===== src/rtl/dmac_pkg.sv =====
// Shared types for the two-channel DMA scheduler: FSM states, channel index
// and the channel-to-request-bit mapping.
package dmac_pkg;

  typedef enum logic [1:0] {
    IDLE = 2'd0,
    REQ  = 2'd1,
    XFER = 2'd2,
    ACK  = 2'd3
  } state_e;

  typedef logic ch_idx_t;

  localparam ch_idx_t CH1 = 1'b0;
  localparam ch_idx_t CH2 = 1'b1;

  // Channel 1 lives on bit 1 of the request/enable/ack vectors, channel 2 on bit 0.
  function automatic logic [1:0] ch_onehot(input ch_idx_t ch);
    return (ch == CH1) ? 2'b10 : 2'b01;
  endfunction

endpackage


===== src/rtl/dmac_rr_picker.sv =====
// Combinational winner selection. DMAC_SCHED_RR_EN selects round-robin on a
// tie; otherwise channel 1 wins every tie.
module dmac_rr_picker
  import dmac_pkg::*;
(
  input  logic [1:0] req_i,
  input  ch_idx_t    last_i,
  output ch_idx_t    winner_o
);

  always_comb begin
    winner_o = CH1;
    if (req_i == 2'b01) begin
      winner_o = CH2;
    end else if (req_i == 2'b11) begin
`ifdef DMAC_SCHED_RR_EN
      winner_o = (last_i == CH1) ? CH2 : CH1;
`else
      winner_o = CH1;
`endif
    end
  end

`ifndef DMAC_SCHED_RR_EN
  logic unused_last;
  assign unused_last = last_i;
`endif

endmodule


===== src/rtl/dmac_channel_sched.sv =====
// Two-channel DMA scheduler: arbitrates peripheral requests, handshakes with the
// bus arbiter and datapath. Tie policy set by DMAC_SCHED_RR_EN (see picker).
module dmac_channel_sched
  import dmac_pkg::*;
#(
  parameter int GRANT_TIMEOUT = 255
) (
  input  logic       clk,
  input  logic       rst,
  input  logic [1:0] dmac_req,
  input  logic       bus_grant,
  input  logic       ch_done,
  output logic       bus_req,
  output logic [1:0] ch_en,
  output logic       con_sel,
  output logic [1:0] req_ack,
  output logic       interrupt,
  output logic       timeout_err
);

  localparam logic [7:0] TMO_LAST = 8'(GRANT_TIMEOUT - 1);

  state_e     state_q, state_d;
  logic [7:0] cnt_q, cnt_d;
  ch_idx_t    last_q, last_d;
  ch_idx_t    sel_q, sel_d;
  logic       bus_req_q, bus_req_d;
  logic [1:0] ch_en_q, ch_en_d;
  logic [1:0] req_ack_q, req_ack_d;
  logic       irq_q, irq_d;
  logic       tmo_q, tmo_d;
  ch_idx_t    winner;

  dmac_rr_picker u_picker (
    .req_i    (dmac_req),
    .last_i   (last_q),
    .winner_o (winner)
  );

  // Outputs are computed as next-state values so every port comes from a flop.
  always_comb begin
    state_d   = state_q;
    cnt_d     = cnt_q;
    last_d    = last_q;
    sel_d     = sel_q;
    bus_req_d = 1'b0;
    ch_en_d   = 2'b00;
    req_ack_d = 2'b00;
    irq_d     = 1'b0;
    tmo_d     = 1'b0;
    case (state_q)
      IDLE: begin
        if (|dmac_req) begin
          state_d   = REQ;
          sel_d     = winner;
          bus_req_d = 1'b1;
          cnt_d     = 8'd0;
        end
      end
      REQ: begin
        if (bus_grant) begin
          state_d   = XFER;
          bus_req_d = 1'b1;
          ch_en_d   = ch_onehot(sel_q);
          cnt_d     = 8'd0;
        end else if (cnt_q == TMO_LAST) begin
          state_d = IDLE;
          tmo_d   = 1'b1;
          cnt_d   = 8'd0;
        end else begin
          bus_req_d = 1'b1;
          cnt_d     = cnt_q + 8'd1;
        end
      end
      XFER: begin
        // Completion outranks a simultaneous grant loss.
        if (ch_done) begin
          state_d   = ACK;
          req_ack_d = ch_onehot(sel_q);
          irq_d     = 1'b1;
          last_d    = sel_q;
        end else if (!bus_grant) begin
          state_d   = REQ;
          bus_req_d = 1'b1;
          cnt_d     = 8'd0;
        end else begin
          bus_req_d = 1'b1;
          ch_en_d   = ch_onehot(sel_q);
        end
      end
      ACK: begin
        state_d = IDLE;
      end
      default: begin
        state_d = IDLE;
      end
    endcase
  end

  always_ff @(posedge clk or negedge rst) begin
    if (!rst) begin
      state_q   <= IDLE;
      cnt_q     <= 8'd0;
      last_q    <= CH2;
      sel_q     <= CH1;
      bus_req_q <= 1'b0;
      ch_en_q   <= 2'b00;
      req_ack_q <= 2'b00;
      irq_q     <= 1'b0;
      tmo_q     <= 1'b0;
    end else begin
      state_q   <= state_d;
      cnt_q     <= cnt_d;
      last_q    <= last_d;
      sel_q     <= sel_d;
      bus_req_q <= bus_req_d;
      ch_en_q   <= ch_en_d;
      req_ack_q <= req_ack_d;
      irq_q     <= irq_d;
      tmo_q     <= tmo_d;
    end
  end

  assign bus_req     = bus_req_q;
  assign ch_en       = ch_en_q;
  assign con_sel     = sel_q;
  assign req_ack     = req_ack_q;
  assign interrupt   = irq_q;
  assign timeout_err = tmo_q;

endmodule

===== config.mk =====
export PLATFORM = sky130hd
export DESIGN_NAME = dmac_channel_sched
export DESIGN_NICKNAME = d
export VERILOG_FILES = /design/src/rtl/dmac_pkg.sv /design/src/rtl/dmac_rr_picker.sv /design/src/rtl/dmac_channel_sched.sv
export SDC_FILE = /design/constraint.sdc
export NUM_CORES = 1
export LEC_CHECK = 0
export CORE_ASPECT_RATIO = 0.5
export CORE_MARGIN = 2
export CORE_UTILIZATION = 30
export DETAILED_ROUTE_END_ITERATION = 10
export PLACE_DENSITY = 0.53
export SETUP_SLACK_MARGIN = 0.5
export SYNTH_ARGS = -nofsm -noshare
export SYNTH_HDL_FRONTEND = slang
export SYNTH_SLANG_ARGS = --single-unit

===== constraint.sdc =====
create_clock -name clk -period 1.9 [get_ports clk]
set_input_delay 0.285 -clock clk [delete_from_list [all_inputs] [get_ports clk]]
set_output_delay 0.285 -clock clk [all_outputs]
set_load 0.02 [all_outputs]

After elaboration in Yosys (flattened, before gate mapping)
Index checks and enable logic that the tools add are counted.

cells by class
  add/sub/neg operators = 1
  $mul = 0
  div/mod/pow operators = 0
  order comparisons = 0
  equal/unequal tests = 10
  shift-type cells = 0
  mux-type cells = 29
  bitwise operators = 0
  reduce and logical (&&, ||, !) cells = 6

operators with widths
  kind                                           count
  two-way mux 8 bit                              5
  case mux 8 bit (3 select lines)                1
  two-way mux 2 bit                              10
  two-way mux 1 bit                              10
  adder 8 x 1 -> 8 bit, second input constant    1
  == test 8 bit, second input constant           1
  case mux 2 bit (4 select lines)                1
  inequality test 2 bit, second input constant   3
  inequality test 3 bit, second input constant   2
  == test 2 x 1 -> 1 bit, second input constant  2
  == test 2 bit, second input constant           2
  case mux 2 bit (2 select lines)                1
  AND reduction 4 bit                            1
  case mux 1 bit (3 select lines)                1
  AND reduction 3 bit                            1
  nonzero test 3 bit                             1
  logical NOT 2 bit                              1
  AND reduction 2 bit                            1
  OR reduction 2 bit                             1

word-level totals
  bits in registers = 18
  latch bits = 0
  bits in writable memories = 0
  ROM bits = 0
  input bits = 6
  output and inout bits = 8
  logic and storage cells = 54
  memories = 0

Depth between registers and ports, before layout
Gate-level depths: netlist (run 1).

  word-level depth = 4
  gate-level depth with buffers = 6
  gate-level depth less buffers = 6

Cells and area by module
Synthesis (run 1) repeated with hierarchy kept, for this count alone.

unflattened totals
  cells, all modules = 95
  area, all modules = 1014.7 um2

by module, submodules not included
  module              times used  cells each  area an instance (um2)  sequential area each (um2)
  dmac_channel_sched  1           94          1001.0                  476.7
  dmac_rr_picker      1           1           13.8                    0.0

Worst setup path before layout (run 1)
OpenSTA, ideal clock, no wires.

  kind = register -> register
  start = register state_q[0]
  end = register cnt_q[3]
  library setup time = 0.065 ns
  arrival time = 1.488 ns
  required time = 1.835 ns
  setup slack = 0.346 ns
  cell stages (with the launch flop) = 7
  buffers on the path = 0
  clock period less this slack = 1.554 ns
  cells stage by stage = dfrtp_1 inv_1 ha_1 nor3b_2 or3_4 nor2_4 a22o_1

between the ends
  word-level cells in the longest chain between the ends = 3
  elaborated cells on any way between the ends = 9
  those cells by class = eq/ne: 5; mux: 1; reduce/logical: 3

ends and longest elaborated chain
  what                                                                                 RTL line                   RTL
  start, declared                                                                      dmac_channel_sched.sv:23   state_e state_q, state_d;
  start signal, assigned                                                               dmac_channel_sched.sv:112  state_q <= state_d;
  == test 2 bit (tied with other cells)                                                dmac_channel_sched.sv:51   case (state_q)
  inequality test 2 bit (no source line) / nonzero test 3 bit (equally long branches)  -
  AND reduction 4 bit (no source line)                                                 -
  end signal, assigned                                                                 dmac_channel_sched.sv:113  cnt_q <= cnt_d;
  end, declared                                                                        dmac_channel_sched.sv:24   logic [7:0] cnt_q, cnt_d;

Parallel ways exist; a longest one is shown, timed or not.
A chain may end at the register's enable or synchronous reset.

Worst setup path after layout (run 1)
  start = register state_q[0]
  end = register cnt_q[7]

The elaborated chain is that of the path after synthesis.

==> impl_metrics.toml, run 1 <==
[clocking]
cts_max_path_buffers = 2
cts_root_buffer = "clkbuf_8"
htreeDepth = 1
cts_buffers = 3
clk_transition_reported_paths_ns = 0.07
worst_skew_pair.late_latency_ns = 0.26
hold_buffers = 0
cts_tree = "built"
cts.sinks = 18

[critical_path]
crit_chain = "inv_2 > ha_4 > nor3b_4 > or3_4 > nor2_4 > a22o_1"
r2r_cells = 6
crit_type = "reg -> reg"
cp.depth = 6
slowest_delay_ns = 0.41
r2r_end = "cnt_q[7]$_DFFE_PN0P_"
rr_startpoint = "state_q[0]$_DFFE_PN0P_"
crit_path_start_kind = "flip-flop"
crit_buf_inv = 1
cp_top_family = "simple AND/OR/NAND/NOR gates"
critPathSlowestCell = "dfrtp_1"
worstPathRequired_ns = 2.05
critPathCaptureType = "flip-flop"
endpoint = "cnt_q[7]$_DFFE_PN0P_"
crit_start = "state_q[0]$_DFFE_PN0P_"
worstPathArrival_ns = 1.71
crit_path_max_fanout = 5
rrSetupSlack_ns = 0.34

[timing]
max_slew_margin_pct = 80.1
slew_viol_final = 0
setup_ws_ns = 0.341
tightest_slew_ns = 0.298
fin_tns_setup_ns = 0
period_share_pct = 82.0
finalCriticalPeriod_ns = 1.56
hold_viol = 0
rsz0062_at_grt = "yes"
skew_ns = 0.00295
setup_viol = 0
max_freq_ghz = 0.642

[global_routing]
grt_usage_pct = 12.6
met1_usage_pct = 14.2
grt_max_degree = 19
gr-usage-met2_pct = 23.8
top_usage_layer = "met2"
first_global_vias = 799
antenna_found_initial = 0
grt_pass1_wl_mm = 3.57
use_met3_pct = 3.62
gr-total-overflow = 0

[placement]
io_buffers = 13
gp_congestion = 0.737
dp_hpwl_mm = 1.44
pre_cts_ws_ns = 0.142

[floorplan]
io_pins = 14
die_y_microns = 43.8
start_util_pct = 31.5
dieArea_sq_um = 3660
core_area_sq_um = 3010
rows = 14
dieWidth_microns = 83.6

[yosys]
syn-num-nets = 106
ys_types = 28
synth_commonest_cells = "18 x dfrtp_1, 7 x ha_1, 7 x inv_1, 7 x nand2_1"
netlist_instances = 93
ys_async_sr_fraction_pct = 100
synth_area_leader_cell = "dfrtp_1"
synth_area_sq_um = 950
synth_edf_count = 0
synth_area_leaders = "dfrtp_1 47%, ha_1 9.2%, a21oi_1 3.2%, nand3_1 3.2%, o21ai_0 3.2%"
ys_seq_area_share_pct = 47.4
yosysMostFrequentCell = "dfrtp_1"
synth-main-ff-cell = "dfrtp_1"
ys_ff_latch = 18
yosysWarnings = 0
synth_top_area_share_pct = 47.4
syn_avg_cell_area_sq_um = 10.2

[power_and_ir_drop]
peakVddDrop_mv = 0.598
power_density_nw_per_um2 = 1150
leakage_nw = 0.625

[routing]
vias = 781
dr.pass1.iters = 4
wl_per_cell_microns = 12.7
route.final.wire_length_mm = 2.06
drt_first_iter_violations = 15
avgViaCountPerCell = 4.82
ant_nets = 0
drc = 0

[status]
status = "completed"

[finish]
nNetsFinal = 136
nFillCells = 303
antenna_cells = 0
final_util_pct = 44.3
drive_gt1_share_pct = 27.9
syn2layout_area_growth_pct = 40.4

[run]
maxCapViolations = 0

[min_path]
hold_class = "in -> async"
==> sequential cells by signal, summed over array words and instances, names as in the netlist <==
signal / count
cnt_q: 8
con_sel: 1
ch_en: 2
timeout_err: 1
interrupt: 1
bus_req: 1
req_ack: 2
state_q: 2
==> logic make-up (layout without fill, tap and decap cells) <==
group | Yosys count | in the layout | synth area share (%)
AOI/OAI and AO/OA | 27 | 27 | 19.0
adders and majority gates | 7 | 7 | 9.22
buffers and inverters | 7 | 36 | 2.77
DFF | 18 | 18 | 47.4
and+or+nand+nor | 34 | 34 | 21.6
==> worst min-delay path by stage <==
stage,to,start
global route,cnt_q[2]$_DFFE_PN0P_,rst
detailed placement,ch_en[1]$_DFF_PN0_,con_sel$_DFFE_PN0P_
floorplan,bus_req$_DFF_PN0_,rst
finish,cnt_q[2]$_DFFE_PN0P_,rst
CTS,timeout_err$_DFF_PN0_,rst
global placement,req_ack[1]$_DFF_PN0_,con_sel$_DFFE_PN0P_
==> stage by stage <==
stage | power (W) | instances | hold WS [ns] | instance area [sq um]
global placement | 0.00109 | 148 | 0.509 | 1170
CTS | 0.00151 | 159 | 0.358 | 1300
finish | 0.00153 | 162 | 0.350 | 1330
global route | 0.00165 | 162 | 0.365 | 1330
detailed placement | 0.00109 | 148 | 0.516 | 1170
floorplan | 0.000903 | 93 | -0.0106 | 973
==> power by group <==
part	switching [W]	internal (W)	leakage, nW
sequential	0.0000484	0.000452	0.242
clock	0.000142	0.000184	0.0288
combinational	0.000365	0.000339	0.354
==> area by class of cell <==
| cell class | instances | area [sq um] | share of cell area, % |
|---|---|---|---|
| Sequential cell | 18 | 450 | 33.8 |
| Multi-Input combinational cell | 68 | 542 | 40.6 |
| Timing Repair Buffer | 25 | 210 | 15.8 |
| Clock buffer | 4 | 55.1 | 4.13 |
| Inverter | 7 | 26.3 | 1.97 |
| Tap cell | 40 | 50.0 | 3.75 |
==> layer usage <==
layer	part of all wire (%)	wire, microns
met1	48	983
met2	48	987
met3	3.7	77
met4	0.68	14
met5	0	0
==> placed cells by master, fill, tap and decap left out, types with 3 or more instances in the layout <==
| cell type | instances |
|---|---|
| dfrtp_1 | 18 |
| buf_4 | 12 |
| dlygate4sd2_1 | 8 |
| nor2_1 | 6 |
| nand2_1 | 6 |
| a21oi_1 | 6 |
| inv_1 | 5 |
| o21ai_1 | 5 |
| nand3_1 | 5 |
| clkdlybuf4s50_1 | 5 |
| o21ai_0 | 4 |
| ha_1 | 4 |
| clkbuf_8 | 4 |
| nor2b_1 | 3 |
| a22o_1 | 3 |
==> repair_timing <==
item	CTS	global route
resized for setup	13	4
pin swaps	7	4
hold endpoints to repair	0	0
setup endpoints to repair	19	11
setup buffers	7	3
Power figures use the tool's default switching activity.
==> run 2, diff against run 1 <==
PLACE_DENSITY = 0.55   (was 0.53)
clock period = 1.43 ns   (was 1.9 ns; I/O delays follow)
==> impl_metrics.toml, run 2 (same netlist as run 1, synthesis figures left out) <==
[finish]
design_area_sq_um = 1600
syn2layout_area_growth_pct = 68.0
final_cell_mix = "21 x buf_4, 17 x dfrtp_1, 15 x buf_6"
final_util_pct = 52.9
nNetsFinal = 152
largest_reg_flops = 8
fin_cells = 178
antenna_cells = 0
largest-register = "cnt_q"
drive_gt1_share_pct = 52.9
final_common_cell = "buf_4"

[floorplan]
die_y_microns = 43.8
start_util_pct = 31.5
dieWidth_microns = 83.6
dieArea_sq_um = 3660
rows = 14
io_pins = 14
core_area_sq_um = 3010

[routing]
route.final.wire_length_mm = 2.27
vias = 844
avgViaCountPerCell = 4.74
drt_first_iter_violations = 24
wl_per_cell_microns = 12.7
ant_nets = 0
drc = 0
dr.pass1.iters = 3

[timing]
skew_ns = 0.00167
finalCriticalPeriod_ns = 1.55
slew_viol_final = 0
rsz0062_at_grt = "yes"
fin_tns_setup_ns = -0.913
setup_ws_ns = -0.116
max_freq_ghz = 0.647
hold_viol = 0
setup_viol = 12
max_slew_margin_pct = 79.1
hold_ws_ns = 0.288
tightest_slew_ns = 0.313
period_share_pct = 108

[clocking]
htreeDepth = 1
cts.sinks = 18
cts_max_path_buffers = 2
cts_buffers = 3
clk_transition_reported_paths_ns = 0.07
cts_tree = "built"
worst_skew_pair.late_latency_ns = 0.25
hold_buffers = 0
cts_root_buffer = "clkbuf_8"

[power_and_ir_drop]
p_seq_share_pct = 28.9
sw_frac_of_total_pct = 36.0
power_density_nw_per_um2 = 1480
power_frac_clock_pct = 17.7
leakage_nw = 0.725
p_int_w = 0.00151
switchingPower_w = 0.000847
peakVddDrop_mv = 0.928
pwr-share-comb_pct = 53.4

[placement]
gp_congestion = 0.768
dp_hpwl_mm = 1.64
place_area_sq_um = 1330
io_buffers = 13
placed_cells = 169

[critical_path]
crit_path_start_kind = "flip-flop"
rrSetupSlack_ns = -0.12
crit_type = "reg -> reg"
r2r_end = "cnt_q[2]$_DFFE_PN0P_"
slowest_delay_ns = 0.43
worstPathRequired_ns = 1.57
critPathCaptureType = "flip-flop"
endpoint = "cnt_q[2]$_DFFE_PN0P_"
crit_start = "state_q[1]$_DFFE_PN0P_"
cp_top_family = "simple AND/OR/NAND/NOR gates"
critPathSlowestCell = "dfrtp_1"
rr_startpoint = "state_q[1]$_DFFE_PN0P_"
crit_chain = "inv_2 > ha_4 > nor3b_4 > or3_4 > nor2_4 > a22o_1"
crit_path_max_fanout = 5
r2r_cells = 6
crit_buf_inv = 1
worstPathArrival_ns = 1.69
cp.depth = 6

[global_routing]
grt_pass1_wl_mm = 3.52
met1_usage_pct = 15.4
use_met3_pct = 2.86
gr-usage-met2_pct = 22.9
grt_usage_pct = 12.5
top_usage_layer = "met2"
gr-total-overflow = 0
first_global_vias = 779
antenna_found_initial = 0
grt_max_degree = 19

[status]
violations = "negative setup slack"
status = "finished, violations left"

[min_path]
hold_class = "in -> async"

[run]
maxCapViolations = 0
run 2: cell count changes in the layout (fill, tap and decap cells not counted), moves of 4 or more:
cell,delta
a21oi_1,-5
a21oi_2,+4
buf_4,+9
buf_6,+15
dlygate4sd2_1,-8
run 2: metrics by stage:
step	total power (W)	worst slack, ns
global route	0.00250	-0.180
detailed placement	0.00162	-0.243
floorplan	0.00120	-0.0382
global placement	0.00162	-0.212
CTS	0.00217	-0.121
finish	0.00236	-0.116
run 2: worst min-delay path by stage:
stage | to | start | slack (ns) | cells past startpoint
final | cnt_q[6]$_DFFE_PN0P_ | rst | 0.29 | 2
after global routing | cnt_q[6]$_DFFE_PN0P_ | rst | 0.31 | 2
after CTS | state_q[0]$_DFFE_PN0P_ | rst | 0.29 | 2
after detailed placement | req_ack[1]$_DFF_PN0_ | con_sel$_DFFE_PN0P_ | 0.50 | 1
after global placement | req_ack[1]$_DFF_PN0_ | con_sel$_DFFE_PN0P_ | 0.50 | 1
after floorplan | bus_req$_DFF_PN0_ | rst | -0.08 | 0
run 2: timing repair:
action,4_1_cts,5_1_grt
gates resized for setup,66,20
buffers inserted,1,4
setup endpoints to repair,26,26
pin swaps,8,15
run 2: metal layers:
layer | share of wire, % | routed length [microns] | vias to the layer above
met5 | 0 | 0 | -
met3 | 2.2 | 50 | 4
li1 | - | - | 423
met1 | 46 | 1040 | 405
met2 | 50 | 1130 | 12
met4 | 1.8 | 40 | 0
run 2: layout make-up:
class / count / area, sq um
Multi-Input combinational cell: 68 / 633
Sequential cell: 18 / 452
Fill cell: 272 / 1420
Clock buffer: 4 / 55.1
Inverter: 7 / 28.8
Timing Repair Buffer: 41 / 377
Tap cell: 40 / 50.0
run 2: power groups by stage:
stage | Sequential (W) | Combinational (W) | Clock (W)
2_1_floorplan | 0.000743 | 0.000461 | 0
3_3_place_gp | 0.000675 | 0.000946 | 0
3_5_place_dp | 0.000679 | 0.000941 | 0
4_1_cts | 0.000671 | 0.00107 | 0.000431
5_1_grt | 0.000694 | 0.00135 | 0.000453
6_report | 0.000682 | 0.00126 | 0.000416
